File: src/rtl/reg_arbiter.sv
// -----------------------------------------------------------------------------
// reg_arbiter
//
// Two-requester arbiter in front of a single-ported register file. The host
// (SPI side) and the aux requester (internal modulation/sweep engine) each
// present one transaction at a time. The arbiter issues the winner's access to
// the register file for exactly one cycle (GRANT). It then spends one cycle in
// RESP returning read data. Peak throughput is one transaction per two cycles.
//
// Handshake: a requester raises *_req_i with we/addr/wdata stable and holds
// them until it sees its *_gnt_o pulse. Its request is consumed on the clock
// edge that ends that pulse. For a read, *_rvalid_o pulses one cycle later
// with *_rdata_o. Dropping *_req_i before the grant withdraws the request.
//
// Arbitration:
//   default            : host wins on contention unless aux has lost
//                        STARVE_LIMIT times in a row; then aux wins once.
//   REG_ARB_RR_EN      : round-robin; on contention the port not granted
//                        last wins, host preferred after reset.
//
// Parameters:
//   STARVE_LIMIT (1..7) consecutive aux losses before aux is forced to win
//
// Ports:
//   clk_i, rst_i                      clock, async active-high reset
//   host_req_i/we_i/addr_i/wdata_i    host request
//   host_gnt_o/rvalid_o/rdata_o       host grant pulse, read response
//   aux_req_i/we_i/addr_i/wdata_i     aux request
//   aux_gnt_o/rvalid_o/rdata_o        aux grant pulse, read response
//   reg_addr_o/wdata_o/we_o           register file access (valid in GRANT)
//   reg_rdata_i                       register file combinational read data
//
// The FSM state is held in the signal `state` for observation by checkers.
// -----------------------------------------------------------------------------
module reg_arbiter #(
  parameter int STARVE_LIMIT = 4
) (
  input  logic       clk_i,
  input  logic       rst_i,
  input  logic       host_req_i,
  input  logic       host_we_i,
  input  logic [6:0] host_addr_i,
  input  logic [7:0] host_wdata_i,
  output logic       host_gnt_o,
  output logic       host_rvalid_o,
  output logic [7:0] host_rdata_o,
  input  logic       aux_req_i,
  input  logic       aux_we_i,
  input  logic [6:0] aux_addr_i,
  input  logic [7:0] aux_wdata_i,
  output logic       aux_gnt_o,
  output logic       aux_rvalid_o,
  output logic [7:0] aux_rdata_o,
  output logic [6:0] reg_addr_o,
  output logic [7:0] reg_wdata_o,
  output logic       reg_we_o,
  input  logic [7:0] reg_rdata_i
);

  typedef enum logic [1:0] {
    S_IDLE  = 2'd0,
    S_GRANT = 2'd1,
    S_RESP  = 2'd2
  } state_t;

  state_t state;

  // Winner of the transaction currently in GRANT/RESP.
  logic win_aux;
  logic win_we;

  logic any_req;
  logic both_req;
  logic pick_aux;
  logic       sel_we;
  logic [6:0] sel_addr;
  logic [7:0] sel_wdata;

  assign any_req  = host_req_i | aux_req_i;
  assign both_req = host_req_i & aux_req_i;

`ifdef REG_ARB_RR_EN
  // Set when aux should win the next contended arbitration.
  logic prefer_aux;

  always_comb begin
    pick_aux = aux_req_i;
    if (both_req) pick_aux = prefer_aux;
  end
`else
  localparam logic [2:0] LIMIT = 3'(STARVE_LIMIT);

  logic [2:0] starve_cnt;
  logic [2:0] starve_next;

  always_comb begin
    pick_aux = aux_req_i;
    if (both_req) pick_aux = (starve_cnt == LIMIT);
  end

  // Counts only contended host wins. Any arbitration where aux is absent,
  // including a withdrawn aux request, or where aux wins restarts the count.
  always_comb begin
    starve_next = 3'd0;
    if (aux_req_i && !pick_aux) begin
      if (starve_cnt < LIMIT) starve_next = starve_cnt + 3'd1;
      else                    starve_next = starve_cnt;
    end
  end
`endif

  always_comb begin
    sel_we    = host_we_i;
    sel_addr  = host_addr_i;
    sel_wdata = host_wdata_i;
    if (pick_aux) begin
      sel_we    = aux_we_i;
      sel_addr  = aux_addr_i;
      sel_wdata = aux_wdata_i;
    end
  end

  always_ff @(posedge clk_i or posedge rst_i) begin
    if (rst_i) begin
      state         <= S_IDLE;
      win_aux       <= 1'b0;
      win_we        <= 1'b0;
      host_gnt_o    <= 1'b0;
      host_rvalid_o <= 1'b0;
      host_rdata_o  <= 8'h00;
      aux_gnt_o     <= 1'b0;
      aux_rvalid_o  <= 1'b0;
      aux_rdata_o   <= 8'h00;
      reg_addr_o    <= 7'h00;
      reg_wdata_o   <= 8'h00;
      reg_we_o      <= 1'b0;
`ifdef REG_ARB_RR_EN
      prefer_aux    <= 1'b0;
`else
      starve_cnt    <= 3'd0;
`endif
    end else begin
      case (state)
        // IDLE and RESP both arbitrate. That lets back-to-back requests
        // run at one transaction every two cycles.
        S_IDLE, S_RESP: begin
          host_rvalid_o <= 1'b0;
          aux_rvalid_o  <= 1'b0;
`ifndef REG_ARB_RR_EN
          starve_cnt    <= starve_next;
`endif
          if (any_req) begin
            state       <= S_GRANT;
            win_aux     <= pick_aux;
            win_we      <= sel_we;
            reg_addr_o  <= sel_addr;
            reg_wdata_o <= sel_wdata;
            reg_we_o    <= sel_we;
            host_gnt_o  <= ~pick_aux;
            aux_gnt_o   <= pick_aux;
`ifdef REG_ARB_RR_EN
            prefer_aux  <= ~pick_aux;
`endif
          end else begin
            state <= S_IDLE;
          end
        end

        // Register file read data is combinational on reg_addr_o, so it is
        // captured at the end of the single GRANT cycle.
        S_GRANT: begin
          host_gnt_o <= 1'b0;
          aux_gnt_o  <= 1'b0;
          reg_we_o   <= 1'b0;
          if (!win_we) begin
            if (win_aux) begin
              aux_rdata_o  <= reg_rdata_i;
              aux_rvalid_o <= 1'b1;
            end else begin
              host_rdata_o  <= reg_rdata_i;
              host_rvalid_o <= 1'b1;
            end
          end
          state <= S_RESP;
        end

        default: begin
          host_gnt_o    <= 1'b0;
          aux_gnt_o     <= 1'b0;
          reg_we_o      <= 1'b0;
          host_rvalid_o <= 1'b0;
          aux_rvalid_o  <= 1'b0;
          state         <= S_IDLE;
        end
      endcase
    end
  end

endmodule
File: config.mk
export PLATFORM = sky130hd
export DESIGN_NAME = reg_arbiter
export DESIGN_NICKNAME = d
export VERILOG_FILES = /design/src/rtl/reg_arbiter.sv
export SDC_FILE = /design/constraint.sdc
export NUM_CORES = 1
export LEC_CHECK = 0
export CAP_MARGIN = 20
export CORE_AREA = 2 2 58 82
export CTS_BUF_LIST = sky130_fd_sc_hd__clkbuf_8
export CTS_CLUSTER_DIAMETER = 200
export DETAILED_ROUTE_END_ITERATION = 8
export DIE_AREA = 0 0 60 84
export PLACE_DENSITY_LB_ADDON = 0.08
export SLEW_MARGIN = 20
export SYNTH_ARGS = -nofsm -noshare
export SYNTH_HDL_FRONTEND = slang
export SYNTH_SLANG_ARGS = --single-unit
File: constraint.sdc
create_clock -name clk_i -period 2.1 [get_ports clk_i]
set_input_delay 0.315 -clock clk_i [delete_from_list [all_inputs] [get_ports clk_i]]
set_output_delay 0.315 -clock clk_i [all_outputs]
set_load 0.05 [all_outputs]
# --- Word level (Yosys, flattened, before mapping) ---
# Cells that the tools add are included.
totals:
  output_inout_bits: 36
  register_bits: 43
  word_cells: 58
classes:
  n_mux: 20
  n_lt_le_gt_ge: 1
  eq_ne: 8
  n_bitwise: 5
  n_addsub: 1
  reduce_logical: 10
ops:
  columns: ["operator", "count"]
  rows:
  - ["1-bit 2-to-1 mux", 15]
  - ["8-bit 2-to-1 mux", 1]
  - ["2-bit inequality test, second input constant", 4]
  - ["2-bit AND reduction", 4]
  - ["7-bit 2-to-1 mux", 1]
  - ["3-bit 2-to-1 mux", 2]
  - ["3-bit AND reduction", 2]
  - ["2-bit case mux with 2 select lines", 1]
  - ["3-bit by 1-bit adder with 3-bit output, second input constant", 1]
  - ["3-bit == test, second input constant", 1]
  - ["3-bit less-than comparator, second input constant", 1]
  - ["1-bit NOT", 3]
  - ["2-bit by 1-bit == test with 1-bit output, second input constant", 1]
  - ["2-bit == test, second input constant", 1]
  - ["2-bit logical NOT", 1]
  - ["2-bit by 1-bit inequality test with 1-bit output, second input constant", 1]
  - ["2-bit OR reduction", 1]
  - ["1-bit AND", 1]
  - ["1-bit logical AND", 1]
  - ["1-bit logical NOT", 1]
  - ["1-bit bitwise OR", 1]

# --- Depth between registers and ports, before layout ---
depth:
  word_depth: 6
  depth_mapped: 6
  depth_no_buf: 5

# --- Worst setup path before layout ---
# OpenSTA, ideal clock, no wires.
synth_path:
  path_kind: "reg2reg"
  startpoint: "reg starve_cnt[0]"
  endpoint: "reg reg_addr_o[0]"
  path_stages_with_launch: 7
  n_path_buf: 1
  period_less_slack_ns: 1.526
  setup_slack_ns: 0.574
  required_ns: 1.974
  t_arrival_ns: 1.400
  cell_sequence: "dfrtp_1 inv_1 ha_1 a21boi_2 nor3_4 buf_2 a221o_1"
synth_via:
  elab_chain_len: 3
synth_rtl:
  columns: ["element", "line_no", "rtl"]
  rows:
  - ["from (decl)", "93", "logic [2:0] starve_cnt;"]
  - ["from (signal assigned)", "150", "starve_cnt <= starve_next;"]
  - ["3-bit == test", "98", "if (both_req) pick_aux = (starve_cnt == LIMIT);"]
  - ["1-bit 2-to-1 mux", "98", null]
  - ["7-bit 2-to-1 mux", "116", "if (pick_aux) begin"]
  - ["to (signal assigned)", "156", "reg_addr_o <= sel_addr;"]
  - ["to (decl)", "54", "output logic [6:0] reg_addr_o,"]
# Every way passes these cells.
# A chain may end at the register's enable or synchronous reset.

# --- Worst setup path after layout ---
layout_path:
  startpoint: "reg reg_addr_o[6]"
  endpoint: "out reg_addr_o[6]"
# No word-level cell between the ends.

==> flow_metrics.env <==
export IMPL_timing_final_hold_violations=0
export IMPL_p_leak_nw=1.233
export IMPL_critical_path_depth=1
export IMPL_finalClockSkew_ps=5.832
export IMPL_hold_buffers=0
export IMPL_path_clk_slew_ps=80
export IMPL_rsz0062_at_grt="no"
export IMPL_final_cells=281
export IMPL_avgRoutedWirePerCell_um=15.26
export IMPL_cts_root_buf="clkbuf_8"
export IMPL_drt_wl_total_mm=4.289
export IMPL_cts_resized=0
export IMPL_clkPwrFrac=0.204
export IMPL_path_cells="clkdlybuf4s50_1"
export IMPL_numPortBuffers=79
export IMPL_grt_util_all_layers=0.1849
export IMPL_antenna_found_initial=0
export IMPL_layout_nets=264
export IMPL_max_clock_freq_ghz=0.5605
export IMPL_p_total_mw=3.632
export IMPL_dieArea_mm2=0.005040
export IMPL_period_share=0.8496
export IMPL_crit_path_end_kind="output port"
export IMPL_place_gp_congestion=0.7523
export IMPL_finalCriticalPeriod_ps=1784
export IMPL_worst_path_max_fanout=2
export IMPL_critPathTopFamily="buffers and inverters"
export IMPL_clockBufferDepth=2
export IMPL_synth_warnings=0
export IMPL_yosys_area_top_type="dfrtp_1"
export IMPL_yosysSeqAreaShare=0.5931
export IMPL_detail_route_vias_per_cell=4.972
export IMPL_grt_max_degree=44
export IMPL_critical_path_arrival_ps=1470
export IMPL_cts_setup_buffers=0
export IMPL_relSlewSlack=0.5453
export IMPL_status="complete, no violations"
export IMPL_synth_top_cell_area_share=0.5931
export IMPL_die_w_um=60
export IMPL_synth_seq_cells=43
export IMPL_netlist_cell_type_count=25
export IMPL_setup_viol=0
export IMPL_max_stage_delay_ps=820
export IMPL_drive_gt1_frac=0.1598
export IMPL_route_detailed_drc=0
export IMPL_worst_path_buf_inv=1
export IMPL_startpoint="reg_addr_o[6]$_DFFE_PP0P_"
export IMPL_switching_share=0.3971
export IMPL_n_antenna_cell=0
export IMPL_numCtsBuffers=5
export IMPL_net_switching_power_mw=1.442
export IMPL_hp_class="in2async"
export IMPL_cts_tree="built"
export IMPL_area_growth_pct=55.52
export IMPL_die_y_um=84
export IMPL_layout_common_cells="79 x clkdlybuf4s50_1, 43 x dfrtp_1, 16 x mux2_2"
export IMPL_ir_drop_uv=541.9
export IMPL_syn_inst=132
export IMPL_internal_power_mw=2.190
export IMPL_syn_avg_cell_area_um2=13.74
export IMPL_mostFrequentLayoutCell="clkdlybuf4s50_1"
export IMPL_num_io_pins=80
export IMPL_fillers=353
export IMPL_insertion_delay_ps=290
export IMPL_grt_pass1_vias=1529
export IMPL_r2r_start="state[0]$_DFF_PP0_"
export IMPL_drv_cap=0
export IMPL_pwr_share_comb=0.469
export IMPL_p_per_area_mw_per_mm2=1287
export IMPL_critPathLaunchType="flip-flop"
export IMPL_start_util=0.4132
export IMPL_syn_nets=178
export IMPL_slew_violations=0
export IMPL_overflow=0
export IMPL_setup_tns_ps=0
export IMPL_slowest_stage="clkdlybuf4s50_1"
export IMPL_rows=29
export IMPL_ant_nets=0
export IMPL_dpl_hpwl_mm=3.272
export IMPL_synth_area_leaders="dfrtp_1 59%, mux2_2 9.9%, a221o_1 8.3%, and2_1 3.1%, a21o_1 2.1%"
export IMPL_dp_cells=273
export IMPL_core_mm2=0.004390
export IMPL_tightest_slew_ps=679.9
export IMPL_drt_iter0_drc=34
export IMPL_synth_area_mm2=0.001814
export IMPL_htreeDepth=2
export IMPL_seq_power_share=0.327
export IMPL_clock_sinks=43
export IMPL_critPathRequiredTime_ps=1780
export IMPL_reg2regPathDepth=3
export IMPL_num_vias=1397
export IMPL_drtPass1Iterations=4
export IMPL_critical_path_class="reg2out"
export IMPL_grt_pass1_wl_mm=7.038
==> power groups by stage <==
stage / clock network, mW / registers (mW) / logic (mW)
final: 0.741 / 1.19 / 1.70
after global routing: 0.795 / 1.22 / 1.78
after CTS: 0.757 / 1.19 / 1.72
after detailed placement: 0 / 1.21 / 1.72
after global placement: 0 / 1.19 / 1.69
after floorplan: 0 / 1.98 / 0.323
==> cell families (layout without fill, tap and decap cells) <==
group / count (synthesis) / count (layout) / share of synthesized area
buffers and inverters: 11 / 98 / 0.02965
and+or+nand+nor: 26 / 26 / 0.1034
AOI/OAI and AO/OA: 34 / 34 / 0.1607
adders and majority gates: 2 / 2 / 0.01379
muxes: 16 / 16 / 0.09931
DFF: 43 / 43 / 0.5931
==> state kept, by name (all words and copies together), names as in the netlist <==
signal / flops
host_rdata_o: 8
host_gnt_o: 1
win_we: 1
starve_cnt: 3
aux_rvalid_o: 1
host_rvalid_o: 1
aux_gnt_o: 1
reg_addr_o: 7
reg_we_o: 1
state: 2
win_aux: 1
aux_rdata_o: 8
reg_wdata_o: 8
==> final cells by class <==
class / count / area [µm²] / share of cell area
tap: 62 / 77.57 / 0.02749
timing repair buffer: 84 / 828.3 / 0.2936
clock buffer: 5 / 68.82 / 0.02439
multi-input combinational: 78 / 684.4 / 0.2426
clock inverter: 3 / 63.81 / 0.02262
inverter: 6 / 22.52 / 0.007982
sequential: 43 / 1076 / 0.3814
==> metrics by stage <==
step                      setup WS, ps  area [µm²]  utilization  hold slack [ps]
after floorplan                  574.1        1814            -            459.9
after global placement           178.2        2689       0.6124            461.3
after detailed placement         55.34        2689       0.6124            466.4
after CTS                        298.9        2821       0.6426            473.6
after global routing             197.4        2821       0.6426            512.4
final                            315.8        2821       0.6426            455.2
==> per-layer routing <==
metal | vias up | part of all wire | global-route usage | routed length [µm]
li1 | 654 | - | - | -
met1 | 684 | 0.39 | 0.2107 | 1674
met2 | 50 | 0.54 | 0.3192 | 2328
met3 | 9 | 0.045 | 0.04961 | 193
met4 | 0 | 0.022 | 0.06667 | 93
met5 | - | 0 | 0 | 0
==> path summary, 6_finish.rpt <==
check / end / slack, ps
min in group clk_i: aux_gnt_o$_DFFE_PP0P_ / 490
hold reg to reg: aux_gnt_o$_DFFE_PP0P_ / 490
setup / recovery: reg_addr_o[6] / 320
max in group asynchronous: starve_cnt[2]$_DFFE_PP0P_ / 1270
setup reg to reg: host_rdata_o[5]$_DFFE_PP0P_ / 350
hold / removal: aux_rdata_o[5]$_DFFE_PP0P_ / 460
==> Yosys cell counts <==
master	number
buf_6	1
a221o_1	15
mux2_2	16
dfrtp_1	43
and2b_2	1
a21boi_2	1
nand2_1	4
a31oi_1	2
and2_0	6
a21bo_2	1
and4bb_2	1
a2bb2oi_1	2
a21oi_1	1
and3b_1	2
a21o_1	5
ha_1	2
and2_1	9
nor3b_4	1
a311oi_2	1
nor3_1	1
inv_1	6
buf_2	4
o21bai_1	1
nor3_4	1
o21ai_0	5
Note: power is estimated with default switching activity, not from simulation.
